`src/rtl/proc_run_sequencer_if.sv`:
```
// Bundle between the run sequencer and its host/processor: run request,
// operands, processor observation and run status.
interface proc_run_sequencer_if;
   localparam int unsigned XLEN = 64;
   localparam int unsigned CW   = 16;
   localparam int unsigned RW   = 8;

   logic            start;
   logic [XLEN-1:0] startAddr;
   logic [XLEN-1:0] endAddr;
   logic [XLEN-1:0] expected;
   logic [XLEN-1:0] currentpc;
   logic [XLEN-1:0] MemtoRegOut;
   logic            resetl;
   logic [XLEN-1:0] startpc;
   logic            busy;
   logic            done;
   logic            pass;
   logic            timeout;
   logic [CW-1:0]   cycleCount;
   logic [RW-1:0]   runCount;
   logic [RW-1:0]   passCount;

   modport slave (
      input  start, startAddr, endAddr, expected, currentpc, MemtoRegOut,
      output resetl, startpc, busy, done, pass, timeout, cycleCount, runCount, passCount
   );

   modport master (
      output start, startAddr, endAddr, expected, currentpc, MemtoRegOut,
      input  resetl, startpc, busy, done, pass, timeout, cycleCount, runCount, passCount
   );
endinterface

```
`src/rtl/proc_run_sequencer.sv`:
```
// Launches one program run on a single-cycle processor: holds it in reset,
// releases it, watches for the end PC or a watchdog expiry, and scores the result.
module proc_run_sequencer #(
   parameter int unsigned RESET_CYCLES   = 2,
   parameter int unsigned WATCHDOG_LIMIT = 16'h00FF
) (
   input logic                 CLK,
   input logic                 Reset,
   proc_run_sequencer_if.slave bus
);
   localparam int unsigned XLEN = 64;
   localparam int unsigned CW   = 16;
   localparam int unsigned RW   = 8;
   localparam int unsigned HW   = 8;

   typedef enum logic [1:0] {
      IDLE = 2'd0,
      HOLD = 2'd1,
      RUN  = 2'd2,
      DONE = 2'd3
   } state_e;

   state_e          state_q, state_d;
   logic [XLEN-1:0] start_addr_q, start_addr_d;
   logic [XLEN-1:0] end_addr_q, end_addr_d;
   logic [XLEN-1:0] expected_q, expected_d;
   logic [HW-1:0]   hold_cnt_q, hold_cnt_d;
   logic [CW-1:0]   cycle_count_q, cycle_count_d;
   logic [RW-1:0]   run_count_q, run_count_d;
   logic [RW-1:0]   pass_count_q, pass_count_d;
   logic            pass_q, pass_d;
   logic            timeout_q, timeout_d;
   logic            resetl_q, resetl_d;
   logic            busy_q, busy_d;
   logic            done_q, done_d;

   logic end_hit_c;
   logic wd_hit_c;
   logic hold_last_c;

   assign end_hit_c   = bus.currentpc >= end_addr_q;
   assign wd_hit_c    = cycle_count_q == CW'(WATCHDOG_LIMIT - 1);
   assign hold_last_c = hold_cnt_q == HW'(RESET_CYCLES - 1);

   // State register
   always_ff @(posedge CLK) begin
      if (Reset) state_q <= IDLE;
      else       state_q <= state_d;
   end

   // Next-state logic; the end condition outranks the watchdog
   always_comb begin
      state_d = state_q;
      unique case (state_q)
         IDLE: if (bus.start)             state_d = HOLD;
         HOLD: if (hold_last_c)           state_d = RUN;
         RUN:  if (end_hit_c || wd_hit_c) state_d = DONE;
         DONE:                            state_d = IDLE;
         default:                         state_d = IDLE;
      endcase
   end

   // Output and datapath next values
   always_comb begin
      start_addr_d  = start_addr_q;
      end_addr_d    = end_addr_q;
      expected_d    = expected_q;
      hold_cnt_d    = hold_cnt_q;
      cycle_count_d = cycle_count_q;
      run_count_d   = run_count_q;
      pass_count_d  = pass_count_q;
      pass_d        = pass_q;
      timeout_d     = timeout_q;
      resetl_d      = (state_d == RUN);
      busy_d        = (state_d != IDLE);
      done_d        = (state_d == DONE);
      unique case (state_q)
         IDLE: begin
            if (bus.start) begin
               start_addr_d = bus.startAddr;
               end_addr_d   = bus.endAddr;
               expected_d   = bus.expected;
               hold_cnt_d   = '0;
            end
         end
         HOLD: begin
            hold_cnt_d = hold_cnt_q + HW'(1);
            if (hold_last_c) cycle_count_d = '0;
         end
         RUN: begin
            if (end_hit_c) begin
               pass_d    = (bus.MemtoRegOut == expected_q);
               timeout_d = 1'b0;
            end else if (wd_hit_c) begin
               pass_d    = 1'b0;
               timeout_d = 1'b1;
            end else if (cycle_count_q != {CW{1'b1}}) begin
               cycle_count_d = cycle_count_q + CW'(1);
            end
         end
         DONE: begin
            if (run_count_q != {RW{1'b1}}) run_count_d = run_count_q + RW'(1);
            if (pass_q && (pass_count_q != {RW{1'b1}})) pass_count_d = pass_count_q + RW'(1);
         end
         default: ;
      endcase
   end

   always_ff @(posedge CLK) begin
      if (Reset) begin
         start_addr_q  <= '0;
         end_addr_q    <= '0;
         expected_q    <= '0;
         hold_cnt_q    <= '0;
         cycle_count_q <= '0;
         run_count_q   <= '0;
         pass_count_q  <= '0;
         pass_q        <= 1'b0;
         timeout_q     <= 1'b0;
         resetl_q      <= 1'b0;
         busy_q        <= 1'b0;
         done_q        <= 1'b0;
      end else begin
         start_addr_q  <= start_addr_d;
         end_addr_q    <= end_addr_d;
         expected_q    <= expected_d;
         hold_cnt_q    <= hold_cnt_d;
         cycle_count_q <= cycle_count_d;
         run_count_q   <= run_count_d;
         pass_count_q  <= pass_count_d;
         pass_q        <= pass_d;
         timeout_q     <= timeout_d;
         resetl_q      <= resetl_d;
         busy_q        <= busy_d;
         done_q        <= done_d;
      end
   end

   assign bus.resetl     = resetl_q;
   assign bus.startpc    = start_addr_q;
   assign bus.busy       = busy_q;
   assign bus.done       = done_q;
   assign bus.pass       = pass_q;
   assign bus.timeout    = timeout_q;
   assign bus.cycleCount = cycle_count_q;
   assign bus.runCount   = run_count_q;
   assign bus.passCount  = pass_count_q;
endmodule
```
`src/flat_wrapper.sv`:
```
// flat-port wrapper written by rule: the top's interface ports become plain ports
module proc_run_sequencer_flat 
#(
   parameter int unsigned RESET_CYCLES   = 2,
   parameter int unsigned WATCHDOG_LIMIT = 16'h00FF
)
  (CLK, Reset, bus_start, bus_startAddr, bus_endAddr, bus_expected, bus_currentpc, bus_MemtoRegOut, bus_resetl, bus_startpc, bus_busy, bus_done, bus_pass, bus_timeout, bus_cycleCount, bus_runCount, bus_passCount);
  proc_run_sequencer_if bus_i ();
  input logic CLK;
  input logic Reset;
  input wire logic [$bits(bus_i.start)-1:0] bus_start;
  input wire logic [$bits(bus_i.startAddr)-1:0] bus_startAddr;
  input wire logic [$bits(bus_i.endAddr)-1:0] bus_endAddr;
  input wire logic [$bits(bus_i.expected)-1:0] bus_expected;
  input wire logic [$bits(bus_i.currentpc)-1:0] bus_currentpc;
  input wire logic [$bits(bus_i.MemtoRegOut)-1:0] bus_MemtoRegOut;
  output wire logic [$bits(bus_i.resetl)-1:0] bus_resetl;
  output wire logic [$bits(bus_i.startpc)-1:0] bus_startpc;
  output wire logic [$bits(bus_i.busy)-1:0] bus_busy;
  output wire logic [$bits(bus_i.done)-1:0] bus_done;
  output wire logic [$bits(bus_i.pass)-1:0] bus_pass;
  output wire logic [$bits(bus_i.timeout)-1:0] bus_timeout;
  output wire logic [$bits(bus_i.cycleCount)-1:0] bus_cycleCount;
  output wire logic [$bits(bus_i.runCount)-1:0] bus_runCount;
  output wire logic [$bits(bus_i.passCount)-1:0] bus_passCount;
  assign bus_i.start = bus_start;
  assign bus_i.startAddr = bus_startAddr;
  assign bus_i.endAddr = bus_endAddr;
  assign bus_i.expected = bus_expected;
  assign bus_i.currentpc = bus_currentpc;
  assign bus_i.MemtoRegOut = bus_MemtoRegOut;
  assign bus_resetl = bus_i.resetl;
  assign bus_startpc = bus_i.startpc;
  assign bus_busy = bus_i.busy;
  assign bus_done = bus_i.done;
  assign bus_pass = bus_i.pass;
  assign bus_timeout = bus_i.timeout;
  assign bus_cycleCount = bus_i.cycleCount;
  assign bus_runCount = bus_i.runCount;
  assign bus_passCount = bus_i.passCount;
  proc_run_sequencer #(.RESET_CYCLES(RESET_CYCLES), .WATCHDOG_LIMIT(WATCHDOG_LIMIT)) u_core (.CLK(CLK), .Reset(Reset), .bus(bus_i));
endmodule
```
`config.mk`:
```
export PLATFORM = sky130hd
export DESIGN_NAME = proc_run_sequencer_flat
export DESIGN_NICKNAME = d
export VERILOG_FILES = /design/src/rtl/proc_run_sequencer_if.sv /design/src/rtl/proc_run_sequencer.sv /design/src/flat_wrapper.sv
export SDC_FILE = /design/constraint.sdc
export NUM_CORES = 1
export LEC_CHECK = 0
export CAP_MARGIN = 40
export CORE_ASPECT_RATIO = 0.9
export CORE_MARGIN = 2
export CORE_UTILIZATION = 45
export CTS_CLUSTER_DIAMETER = 150
export DETAILED_ROUTE_END_ITERATION = 8
export PLACE_DENSITY = 0.87
export SLEW_MARGIN = 10
export SYNTH_ARGS = -nofsm -noshare
export SYNTH_HDL_FRONTEND = slang
export SYNTH_SLANG_ARGS = --single-unit
```
`constraint.sdc`:
```
create_clock -name CLK -period 3.8 [get_ports CLK]
set_clock_uncertainty 0.1 [all_clocks]
set_input_delay 0.38 -clock CLK [delete_from_list [all_inputs] [get_ports CLK]]
set_output_delay 0.38 -clock CLK [all_outputs]
set_load 0.005 [all_outputs]
```
==> key figures <==
Outcome
  • Status: finished, final reports clean

Run
  • Max Cap Viol: 0

Power
  • Worst VDD drop: 0.000349 V
  • Pleak: 6.23 nW
  • Power per standard cell area: about 390 nW/um2

Synthesis
  • Simple-Gate Fraction of Synth Area: between 20% and 30%
  • Sequential fraction of the synthesis area: between 40% and 50%
  • Cell area after synthesis: about 11,000 um2
  • Synth Area in Compound Gates: 14.9%
  • Synth Area in Adders: under 10%
  • Fraction of synthesized cell area in xor and xnor cells: ~6.0%
  • Number of library cell types mapped by synthesis: 47
  • Post-synthesis net count: 1,860
  • Syn. warnings: 0
  • Syn avg cell area: 7.72 um2
  • EDFF count, synth: 0
  • Top FF cell, synth: dfxtp_1
  • Portion of netlist area occupied by mux cells: less than 1%
  • Seq cells post-synth: 239
  • Largest family of logic cells by synthesized area: simple AND/OR/NAND/NOR gates
  • FFs w/ async S/R, synth: 0%
  • Cells after Synth: 1,463

CTS
  • CTS HTree Levels: 1
  • Post-CTS resize count: 0
  • CTS tree: done
  • Root Buffer Master: clkbuf_16
  • Post CTS Setup Buffer Count: 0
  • Clock transition at path regs: 0.06 ns
  • Total CTS buffers: 26
  • Clock sinks: approximately 240
  • CTS Buffer Depth: 3
  • Skew-Pair Late Insertion Delay: roughly 0.53 ns
  • Hold Buf Count CTS: 0

GRT
  • Pin count of the biggest net entering global routing: 135
  • First-pass GRT wire length: about 56,000 um
  • GR Overflow Total: 0
  • Vias in the first global route: about 11,000
  • Initial antenna violation count: 0
  • Overall routing resource usage: a little over a quarter

Timing
  • Final min period: roughly 3.1 ns
  • Hold_ws: approximately 0.17 ns
  • Final setup fails: 0
  • Worst relative slew slack: around two fifths
  • Max-slew violations: 0
  • Worst-margin pin slew: between 0.8 and 0.9 ns
  • Fmax: approximately 0.32 GHz
  • Final period util: just over 80%
  • Final Hold Viols: 0
  • TNS Setup: 0 ns
  • RSZ-0062 raised after global routing: false

Detailed routing
  • TritonRoute pass-1 iters: 7
  • Antenna Nets Post-Route: 0
  • Remaining DRCs: 0
  • Drt total wl: roughly 36,000 um
  • DR vias/cell: 5.21
  • Starting DRC count in detailed routing: 714
  • Vias: around 11,000
  • Avg WL per Cell: about 16 um

Final layout
  • Fin util: 68.2%
  • Sequential cell area: 4780 um2
  • Area occupied by multi-input gates: between 5000 and 6000 um2
  • Nets: ~2,200
  • Fill cell count: just under 2,000
  • ANT cells: 0
  • Non-filler cells, final: between 2,000 and 2,500
  • Layout cell share with drive strength beyond 1: 3.32%
  • Area Overhead vs Synth: 47.7%

Die
  • Die Wd: 171 um
  • Die H: 154 um
  • FP Rows: 54
  • IO Pins: between 400 and 500
  • Core footprint: 24,500 um2
  • Initial core utilization: a little under half
  • Die area: approximately 26,000 um2

Worst setup path
  • Worst endpoint required time: 4.11 ns
  • Critical path type: reg -> reg
  • Critical Path End Type: register
  • Crit path max fanout: 13
  • Critical path startpoint category: register
  • Critical path arrival: roughly 3.4 ns

Placed design
  • I/O Buffers: roughly 420
  • DP HPWL: roughly 27,000 um
  • Placed cells: between 2,000 and 2,500
  • RePlAce Congestion: between 0.8 and 0.9

Worst hold path
  • Min-Delay Path Class: in -> reg
-- registers in the layout, indices dropped and copies added (netlist names) --
register               cells
u_core.hold_cnt_q          8
u_core.bus.resetl          1
u_core.bus.busy            1
u_core.end_addr_q         64
u_core.bus.timeout         1
u_core.state_q             2
u_core.bus.done            1
u_core.bus.runCount        8
u_core.bus.passCount       8
u_core.bus.startpc        64
u_core.expected_q         64
u_core.bus.pass            1
u_core.bus.cycleCount     16
-- Yosys cell counts (8+ instances only) --
cell	number	area, um2
ha_1	74	926
inv_1	80	300
a31oi_1	10	62.6
buf_1	8	30.0
nor4_1	10	62.6
nor3_1	13	65.1
nand3_1	22	110
a21oi_1	235	1180
or4_1	10	75.1
dfxtp_1	239	4780
nand2_1	439	1650
clkbuf_1	68	255
xor2_1	36	315
or3_1	11	68.8
nand4_1	34	213
xnor2_1	41	359
nor2_1	40	150
o21ai_0	29	145
-- per-layer routing --
| layer | up-vias | part of all wire (%) | GRT usage (%) | wire length [um] |
|---|---|---|---|---|
| met4 | 0 | 4.1 | 10.3 | 1490 |
| li1 | 5666 | - | - | - |
| met1 | 5230 | 38 | 29.3 | 13800 |
| met5 | - | 0 | 0 | 0 |
| met2 | 476 | 49 | 47.1 | 18000 |
| met3 | 102 | 8.5 | 7.52 | 3090 |
-- critical path, cell delays in order (launching register included) --
cell	delay, ns
dfxtp_1	0.34
inv_1	0.06
ha_1	0.29
nand4_1	0.18
nor4_1	0.64
nand4_1	0.21
nor2_1	0.33
nor4b_4	0.10
nand2_4	0.16
buf_4	0.17
nor2_1	0.06
o311ai_0	0.32
-- metrics by stage --
step	total power [W]	cell area [um2]	worst slack, ns
5_1_grt	0.00676	16700	0.250
3_3_place_gp	0.00385	15800	0.393
4_1_cts	0.00654	16700	0.700
3_5_place_dp	0.00389	15800	0.287
2_1_floorplan	0.00329	11300	1.05
6_report	0.00649	16700	0.708
-- cell type report --
cell class / count / area share, %
multi-input cells: 1066 / 35.5
clock inverters: 8 / 0.630
flip-flops and latches: 239 / 28.7
clock buffers: 40 / 4.83
inverters: 80 / 1.80
well taps: 336 / 2.52
repair buffers: 433 / 26.0
-- kinds of logic after synthesis --
family / after synthesis
XOR/XNOR: 77
adder cells (fa/ha/maj): 74
multiplexers: 4
flip-flops: 239
AND/OR/NAND/NOR: 604
AO/OA/AOI/OAI: 307
buffers and inverters: 158
-- layout by cell type, fill, tap and decap left out, types with 3 or more instances in the layout --
cell / netlist / layout
ha_1: 74 / 74
inv_1: 80 / 80
xor2_1: 36 / 36
nand4_1: 34 / 34
nor4_1: 10 / 10
o21ai_0: 29 / 29
and2_1: 5 / 4
a41oi_1: 3 / 3
nand2_1: 439 / 438
or3_1: 11 / 11
o311ai_0: 4 / 4
a31oi_1: 10 / 10
o211ai_1: 3 / 3
clkbuf_1: 68 / 5
a21oi_1: 235 / 235
dfxtp_1: 239 / 239
nand3_1: 22 / 22
or4_1: 10 / 10
clkbuf_16: 0 / 27
buf_4: 0 / 8
nand2b_1: 4 / 4
xnor2_1: 41 / 41
mux2i_1: 4 / 4
nor2_1: 40 / 40
and4_1: 5 / 5
nor3_1: 13 / 13
and3_1: 5 / 5
clkdlybuf4s50_1: 0 / 422
clkbuf_8: 0 / 8
a211oi_1: 5 / 5
-- power by group --
part,switching [W],total (W),internal (W)
clock network,0.00104,0.00264,0.00160
registers,0.0000775,0.00272,0.00264
logic,0.000520,0.00112,0.000605
total,0.00164,0.00649,0.00485
-- path summary, 6_finish.rpt --
path,depth (start not counted),slack [ns],start,endpoint
worst max-delay path,11,0.71,u_core.end_addr_q[63],u_core.bus.cycleCount[9]
worst min-delay path,2,0.17,Reset,u_core.bus.passCount[4]
worst max register to register,11,0.71,u_core.end_addr_q[63],u_core.bus.cycleCount[9]
worst min register to register,2,0.35,u_core.end_addr_q[31],u_core.end_addr_q[31]
(Power assumes the default switching activity.)
